===== config.mk =====
export PLATFORM = sky130hd
export DESIGN_NAME = mock_keypad_stimulus_flat
export DESIGN_NICKNAME = d
export VERILOG_FILES = /design/src/rtl/mock_keypad_stimulus_pkg.sv /design/src/rtl/mock_keypad_stimulus_if.sv /design/src/rtl/mock_keypad_stimulus_tick_divider.sv /design/src/rtl/mock_keypad_stimulus.sv /design/src/flat_wrapper.sv
export SDC_FILE = /design/constraint.sdc
export NUM_CORES = 1
export LEC_CHECK = 0
export BUFFER_PORTS_ARGS = -buffer_cell sky130_fd_sc_hd__buf_4
export CORE_ASPECT_RATIO = 0.75
export CORE_MARGIN = 4
export CORE_UTILIZATION = 45
export DETAILED_ROUTE_END_ITERATION = 10
export GPL_TIMING_DRIVEN = 0
export PLACE_DENSITY = 0.62
export SYNTH_ARGS = -nofsm -noshare
export SYNTH_HDL_FRONTEND = slang
export SYNTH_SLANG_ARGS = --single-unit

===== constraint.sdc =====
create_clock -name clk -period 2.4 [get_ports clk]
set_clock_uncertainty 0.15 [all_clocks]
set_input_delay 0.12 -clock clk [delete_from_list [all_inputs] [get_ports clk]]
set_output_delay 0.12 -clock clk [all_outputs]
set_load 0.005 [all_outputs]

===== src/rtl/mock_keypad_stimulus_pkg.sv =====
// Shared types and constants for the mock keypad stimulus source.
//   mode_e      : key value source (COUNT, SCRIPT, RANDOM, reserved)
//   key_state_e : key_down hold FSM states
//   LFSR_TAPS   : Galois feedback mask for the 8-bit random source
//   lfsr_step   : one Galois LFSR shift
package mock_keypad_stimulus_pkg;

  typedef enum logic [1:0] {
    MODE_COUNT  = 2'b00,
    MODE_SCRIPT = 2'b01,
    MODE_RANDOM = 2'b10,
    MODE_RSVD   = 2'b11
  } mode_e;

  typedef enum logic {
    ST_IDLE = 1'b0,
    ST_HOLD = 1'b1
  } key_state_e;

  localparam logic [7:0] LFSR_TAPS = 8'hB8;

  // Right-shifting Galois form: the bit shifted out decides whether the
  // feedback mask is applied.
  function automatic logic [7:0] lfsr_step(input logic [7:0] s);
    return s[0] ? ((s >> 1) ^ LFSR_TAPS) : (s >> 1);
  endfunction

endpackage


===== src/rtl/mock_keypad_stimulus_if.sv =====
// Keypad digit/valid bus, shared by the real decoder and the mock source.
//   enable   : tick counter run control (consumer -> source)
//   mode     : value source select (consumer -> source)
//   digit    : current key value, held between events
//   valid    : one-cycle pulse per key event
//   key_down : key held level, starts with valid
//   done     : sticky end-of-script flag
interface mock_keypad_stimulus_if #(
  parameter int DIGIT_W = 4
);
  import mock_keypad_stimulus_pkg::*;

  logic               enable;
  mode_e              mode;
  logic [DIGIT_W-1:0] digit;
  logic               valid;
  logic               key_down;
  logic               done;

  modport master (
    input  enable,
    input  mode,
    output digit,
    output valid,
    output key_down,
    output done
  );

  modport slave (
    output enable,
    output mode,
    input  digit,
    input  valid,
    input  key_down,
    input  done
  );

endinterface


===== src/rtl/mock_keypad_stimulus_tick_divider.sv =====
// Free-running interval timer producing a one-cycle tick every TICK_DIV
// enabled cycles.
//   clk    : system clock
//   reset  : asynchronous, active-low reset
//   enable : 1 = counter advances, 0 = counter frozen
//   tick   : high for the cycle in which the count sits at TICK_DIV-1
module tick_divider #(
  parameter int TICK_DIV = 1000
) (
  input  logic clk,
  input  logic reset,
  input  logic enable,
  output logic tick
);

  localparam int              CNT_W = (TICK_DIV > 2) ? $clog2(TICK_DIV) : 1;
  localparam logic [CNT_W-1:0] LAST = CNT_W'(TICK_DIV - 1);

  logic [CNT_W-1:0] r_cnt;

  assign tick = (r_cnt == LAST);

  // The wrap out of LAST ignores enable: once the tick cycle is reached it
  // is consumed exactly once, even if enable drops in that same cycle.
  always_ff @(posedge clk or negedge reset) begin
    if (!reset) begin
      r_cnt <= '0;
    end else if (r_cnt == LAST) begin
      r_cnt <= '0;
    end else if (enable) begin
      r_cnt <= r_cnt + CNT_W'(1);
    end
  end

endmodule


===== src/rtl/mock_keypad_stimulus.sv =====
// Synthetic keypad source: emits key events on the decoder's digit/valid
// bus so code-entry logic can run without physical keys.
//   clk   : system clock
//   reset : asynchronous, active-low reset
//   kp    : keypad bus (master side) - enable/mode in; digit, valid,
//           key_down, done out
//
// state   | meaning
// --------+-------------------------------------------------
// ST_IDLE | key released, waiting for the next tick
// ST_HOLD | key_down high, hold down-counter running
module mock_keypad_stimulus
  import mock_keypad_stimulus_pkg::*;
#(
  parameter int                          TICK_DIV    = 1000,
  parameter int                          DIGIT_W     = 4,
  parameter int                          MODULUS     = 16,
  parameter int                          HOLD_CYCLES = 3,
  parameter int                          SCRIPT_LEN  = 4,
  parameter logic [SCRIPT_LEN*DIGIT_W-1:0] SCRIPT    = 16'h4321,
  parameter bit                          LOOP        = 1'b1,
  parameter logic [7:0]                  LFSR_SEED   = 8'hA5
) (
  input logic                  clk,
  input logic                  reset,
  mock_keypad_stimulus_if.master kp
);

  // Index must cover both the count range and the script range.
  localparam int               IDX_W    = (DIGIT_W > 4) ? DIGIT_W : 4;
  localparam logic [IDX_W-1:0] CNT_LAST = IDX_W'(MODULUS - 1);
  localparam logic [IDX_W-1:0] SCR_LAST = IDX_W'(SCRIPT_LEN - 1);
  localparam int               HOLD_W   = (HOLD_CYCLES > 1) ? $clog2(HOLD_CYCLES) : 1;
  localparam logic [HOLD_W-1:0] HOLD_LAST = HOLD_W'(HOLD_CYCLES - 1);

  key_state_e         r_state;
  logic [HOLD_W-1:0]  r_hold_cnt;
  logic [DIGIT_W-1:0] r_digit;
  logic               r_valid;
  logic               r_done;
  logic [IDX_W-1:0]   r_index;
  logic [7:0]         r_lfsr;
  mode_e              r_last_mode;

  logic               w_tick;
  mode_e              w_mode_n;
  logic               w_mode_chg;
  logic [IDX_W-1:0]   w_idx_eff;
  logic               w_done_eff;
  logic               w_event;
  logic [7:0]         w_lfsr_step;
  logic [DIGIT_W-1:0] w_script_digit;

  key_state_e         w_state_nxt;
  logic [HOLD_W-1:0]  w_hold_nxt;
  logic [DIGIT_W-1:0] w_digit_nxt;
  logic               w_done_nxt;
  logic [IDX_W-1:0]   w_index_nxt;
  logic [7:0]         w_lfsr_nxt;

  tick_divider #(
    .TICK_DIV (TICK_DIV)
  ) u_tick_divider (
    .clk    (clk),
    .reset  (reset),
    .enable (kp.enable),
    .tick   (w_tick)
  );

  // Reserved mode behaves as COUNT, and is tracked as COUNT so that
  // toggling between the two does not restart the sequence.
  assign w_mode_n   = (kp.mode == MODE_RSVD) ? MODE_COUNT : kp.mode;
  assign w_mode_chg = (w_mode_n != r_last_mode);

  // A mode change restarts the index and clears done before the value is
  // chosen, so the first event in the new mode is always entry 0.
  assign w_idx_eff   = w_mode_chg ? '0 : r_index;
  assign w_done_eff  = w_mode_chg ? 1'b0 : r_done;
  assign w_event     = w_tick && !w_done_eff;
  assign w_lfsr_step = lfsr_step(r_lfsr);

  always_comb begin
    w_script_digit = '0;
    for (int i = 0; i < SCRIPT_LEN; i++) begin
      if (w_idx_eff == IDX_W'(i)) begin
        w_script_digit = SCRIPT[i*DIGIT_W +: DIGIT_W];
      end
    end
  end

  // Value selection
  always_comb begin
    w_digit_nxt = r_digit;
    w_lfsr_nxt  = r_lfsr;
    w_index_nxt = w_tick ? w_idx_eff : r_index;
    w_done_nxt  = w_tick ? w_done_eff : r_done;
    if (w_event) begin
      case (w_mode_n)
        MODE_SCRIPT: begin
          w_digit_nxt = w_script_digit;
          if (w_idx_eff == SCR_LAST) begin
            w_index_nxt = '0;
            if (!LOOP) begin
              w_done_nxt = 1'b1;
            end
          end else begin
            w_index_nxt = w_idx_eff + IDX_W'(1);
          end
        end
        MODE_RANDOM: begin
          w_lfsr_nxt  = w_lfsr_step;
          w_digit_nxt = DIGIT_W'(w_lfsr_step);
        end
        default: begin
          w_digit_nxt = DIGIT_W'(w_idx_eff);
          w_index_nxt = (w_idx_eff == CNT_LAST) ? '0 : (w_idx_eff + IDX_W'(1));
        end
      endcase
    end
  end

  // Hold FSM next state
  always_comb begin
    w_state_nxt = r_state;
    w_hold_nxt  = r_hold_cnt;
    if (w_event) begin
      w_state_nxt = ST_HOLD;
      w_hold_nxt  = HOLD_LAST;
    end else if (r_state == ST_HOLD) begin
      if (r_hold_cnt == '0) begin
        w_state_nxt = ST_IDLE;
      end else begin
        w_hold_nxt = r_hold_cnt - HOLD_W'(1);
      end
    end
  end

  always_ff @(posedge clk or negedge reset) begin
    if (!reset) begin
      r_state    <= ST_IDLE;
      r_hold_cnt <= '0;
    end else begin
      r_state    <= w_state_nxt;
      r_hold_cnt <= w_hold_nxt;
    end
  end

  always_ff @(posedge clk or negedge reset) begin
    if (!reset) begin
      r_digit     <= '0;
      r_valid     <= 1'b0;
      r_done      <= 1'b0;
      r_index     <= '0;
      r_lfsr      <= LFSR_SEED;
      r_last_mode <= MODE_COUNT;
    end else begin
      r_digit <= w_digit_nxt;
      r_valid <= w_event;
      r_done  <= w_done_nxt;
      r_index <= w_index_nxt;
      r_lfsr  <= w_lfsr_nxt;
      if (w_tick) begin
        r_last_mode <= w_mode_n;
      end
    end
  end

  assign kp.digit    = r_digit;
  assign kp.valid    = r_valid;
  assign kp.key_down = (r_state == ST_HOLD);
  assign kp.done     = r_done;

endmodule

===== src/flat_wrapper.sv =====
// flat-port wrapper written by rule: the top's interface ports become plain ports
module mock_keypad_stimulus_flat import mock_keypad_stimulus_pkg::*;
#(
  parameter int                          TICK_DIV    = 1000,
  parameter int                          DIGIT_W     = 4,
  parameter int                          MODULUS     = 16,
  parameter int                          HOLD_CYCLES = 3,
  parameter int                          SCRIPT_LEN  = 4,
  parameter logic [SCRIPT_LEN*DIGIT_W-1:0] SCRIPT    = 16'h4321,
  parameter bit                          LOOP        = 1'b1,
  parameter logic [7:0]                  LFSR_SEED   = 8'hA5
)
  (clk, reset, kp_enable, kp_mode, kp_digit, kp_valid, kp_key_down, kp_done);
  mock_keypad_stimulus_if #(.DIGIT_W(DIGIT_W)) kp_i ();
  input logic clk;
  input logic reset;
  input wire logic [$bits(kp_i.enable)-1:0] kp_enable;
  input wire logic [$bits(kp_i.mode)-1:0] kp_mode;
  output wire logic [$bits(kp_i.digit)-1:0] kp_digit;
  output wire logic [$bits(kp_i.valid)-1:0] kp_valid;
  output wire logic [$bits(kp_i.key_down)-1:0] kp_key_down;
  output wire logic [$bits(kp_i.done)-1:0] kp_done;
  assign kp_i.enable = kp_enable;
  assign kp_i.mode = kp_mode;
  assign kp_digit = kp_i.digit;
  assign kp_valid = kp_i.valid;
  assign kp_key_down = kp_i.key_down;
  assign kp_done = kp_i.done;
  mock_keypad_stimulus #(.TICK_DIV(TICK_DIV), .DIGIT_W(DIGIT_W), .MODULUS(MODULUS), .HOLD_CYCLES(HOLD_CYCLES), .SCRIPT_LEN(SCRIPT_LEN), .SCRIPT(SCRIPT), .LOOP(LOOP), .LFSR_SEED(LFSR_SEED)) u_core (.clk(clk), .reset(reset), .kp(kp_i));
endmodule

==> summary.txt <==
Core ar.: 3780 um2
First-pass GRT wire length: 6.38 mm
CP Data Arrival Time: 2210 ps
Netlist cell types: 48
Yosys reg bits: 33
Clk slew on worst S/H paths: 70 ps
Async SR Flop Fraction: 1.00
Worst path slowest cell: dfrtp_1
Setup TNS: 0 ps
Critical Path, Cell by Cell: xnor2_4 -> nand3_1 -> inv_1 -> ha_4 -> and3_1 -> a31oi_1 -> o211ai_1 -> o211ai_2
Die Wd: 81.5 um
Cell taking the most area after synthesis: dfrtp_1
Sink Count: 33
Mapped Nets: 186
Worst Hold End: u_core.u_tick_divider.r_cnt[4]
Synth cell count leaders: dfrtp_1 (29), nor2_1 (15), nand2_1 (14)
Vias in the first global route: 1349
Compound-Gate Fraction of Synth Area: 0.149
Largest net degree at the start of global routing: 34
Initial antenna violation count: 0
Final WL: 3.67 mm
Pwr dens: 671 nW/um2
CTS Root Buffer Type: clkbuf_8
Via count: 1377
Crit Path Class: register to register
Post-synthesis xor/xnor area fraction: 0.0891
Period utilization: 0.917
Fin. Hold Viols: 0
Finish-stage setup viols: 0
Sequential Power Share: 0.476
Gpl congestion: 0.883
Max Fclk: 454 MHz
Syn avg cell area: 10.5 um2
GR Util All Layers: 0.161
Pleak: 0.00100 uW
Mapped Cells: 174
Post-place setup slack: -356 ps
Crit end category: register
Area growth syn-to-layout: 17.3%
Hold path cells: 3
Hold Slack: 102 ps
Yosys warning count: 0
P_sw: 387 uW
Comb pwr share: 0.146
Clock network fraction of total power: 0.379
Worst-margin pin slew: 710 ps
Post-DRT Antenna Nets: 0
CTS Buf Count: 5
Cell-internal power: 1050 uW
Post-synthesis mux area share: 0.0665
Main synth FF type: dfrtp_1
EDFF count, synth: 0
Nets: 204
Worst vdd rail ir drop: 0.000499 V
Simple-gate share of the synthesized area: 0.151
Status: complete, no violations
RSZ-0062 raised after global routing: false
Main area contributors after synthesis: dfrtp_1 (40%), dfstp_2 (5.8%), ha_1 (4.8%)
RR Startpoint: u_core.r_last_mode[0]
Most numerous cell in the Yosys netlist: dfrtp_1
Min-delay src: kp_enable
Ant. Diodes: 0
Clock latency on the worst-skew pair: 280 ps
Adder-cell share of the synthesized area: 0.0480
Critical path startpoint category: register
Drt wl/cell: 15.0 um
PnR worst setup slack: 198 ps
Post-DP HPWL: 2.66 mm
Fraction of layout cells with a size suffix above 1: 0.212
Clock buffer depth: 2
Main combinational cell family by area after synthesis: simple AND/OR/NAND/NOR gates
DRC marker count from the first detailed-route iteration: 137
Min-Delay Path Class: primary input to register
R2R cell count: 8
Pwr Total: 1440 uW
R2R Setup Slk: 200 ps
Worst-path fanout max: 9
# Max-Cap Violations: 0
Slew HR: 0.523
DRC viols: 0
CTS HTree Levels: 2
Sw Ratio: 0.269
Yosys top cell area share: 0.398
Synthesized area: 1830 um2
Worst Path Required: 2410 ps
Minimum clock period: 2200 ps
Starting Density: 0.483
Die area: 5150 um2
Post-synthesis sequential area ratio: 0.455
CTS tree: yes
Via density: 5.62
PortBufs: 10
Row count: 19
Congestion Overflow GR: 0
RR Endpoint: u_core.r_index[1]
Die Y: 63.2 um
Pins over their slew limit: 0
Ports: 12
Largest stage delay, worst path: 470 ps
DRT Pass-1 Iters: 5
-- state kept, by name, summed over array words and instances, names as in the netlist --
| signal | count |
|---|---|
| u_core.r_lfsr | 8 |
| u_core.r_hold_cnt | 2 |
| u_core.r_last_mode | 2 |
| u_core.u_tick_divider.r_cnt | 10 |
| u_core.r_index | 4 |
| u_core.kp.digit | 4 |
| u_core.kp.done | 1 |
| u_core.kp.key_down | 1 |
| u_core.kp.valid | 1 |
-- power groups by stage --
stage	registers, uW	logic, uW	clock network, uW
floorplan	677	152	0
global placement	688	194	0
detailed placement	692	203	0
CTS	682	205	556
global route	694	239	589
finish	683	209	544
-- cells in the final DEF, fill, tap and decap left out, drive strengths merged, types with 2 or more instances in the layout --
| cell | n |
|---|---|
| dfrtp | 29 |
| nor2 | 16 |
| nand2 | 15 |
| buf | 15 |
| inv | 10 |
| xor2 | 10 |
| mux2 | 9 |
| nand3 | 8 |
| clkbuf | 8 |
| ha | 7 |
| a31oi | 6 |
| xnor2 | 6 |
| o21ai | 5 |
| dfstp | 4 |
| o211ai | 4 |
| and3 | 3 |
| nand4 | 3 |
| a22o | 3 |
| and4 | 2 |
| o21a | 2 |
| nor2b | 2 |
| a32o | 2 |
| nor3 | 2 |
| o31ai | 2 |
| a21boi | 2 |
| mux2i | 2 |
| a221oi | 2 |
-- worst max path at each step --
| stage | end | depth (start not counted) | from |
|---|---|---|---|
| after floorplan | u_core.r_index[1] | 13 | kp_mode[0] |
| after global placement | u_core.r_index[1] | 14 | kp_mode[0] |
| after detailed placement | u_core.r_index[1] | 14 | kp_mode[0] |
| after CTS | u_core.r_index[1] | 9 | u_core.r_last_mode[1] |
| after global routing | u_core.r_index[1] | 8 | u_core.r_last_mode[1] |
| final | u_core.r_index[1] | 8 | u_core.r_last_mode[0] |
-- timing repair --
action                     4_1_cts  5_1_grt
pin swaps                        0        1
setup endpoints to repair        4        2
hold buffers                     1        0
gates resized for setup          1        5
setup buffers                    0        1
hold endpoints to repair        33        0
-- logic make-up after synthesis --
logic type,Yosys count
AOI/OAI and AO/OA,36
adders and majority gates,7
muxes,11
and+or+nand+nor,54
buffers and inverters,17
DFF,33
xor gates and xnor gates,16
-- routing by layer --
metal,share of wire,global-route usage,vias to the layer above
met5,0,0,-
met4,0.011,0.0570,0
met3,0.067,0.0427,5
met2,0.44,0.223,53
met1,0.49,0.238,664
li1,-,-,655
-- final cells by class --
type,instances,area [um2]
multi-input cells,124,961
repair buffers,12,92.6
plain buffers,6,32.5
well taps,52,65.1
flip-flops and latches,33,832
clock buffers,6,82.6
fillers,322,1640
clock inverters,2,37.5
inverters,10,37.5
-- through the flow --
step           utilization  instance area (um2)  std cells
3_3_place_gp         0.520                 1970        236
5_1_grt              0.566                 2140        245
6_report             0.566                 2140        245
2_1_floorplan            -                 1830        174
4_1_cts              0.554                 2090        244
3_5_place_dp         0.520                 1970        236
-- worst max-delay path: cells and delay by family (launching register included) --
kind / cells / cell delay [ps]
compound gates: 3 / 400
xor+xnor: 1 / 260
fa+ha+maj: 1 / 210
buf+inv: 1 / 170
flops: 1 / 470
simple gates: 2 / 440
Power figures use the tool's default switching activity.
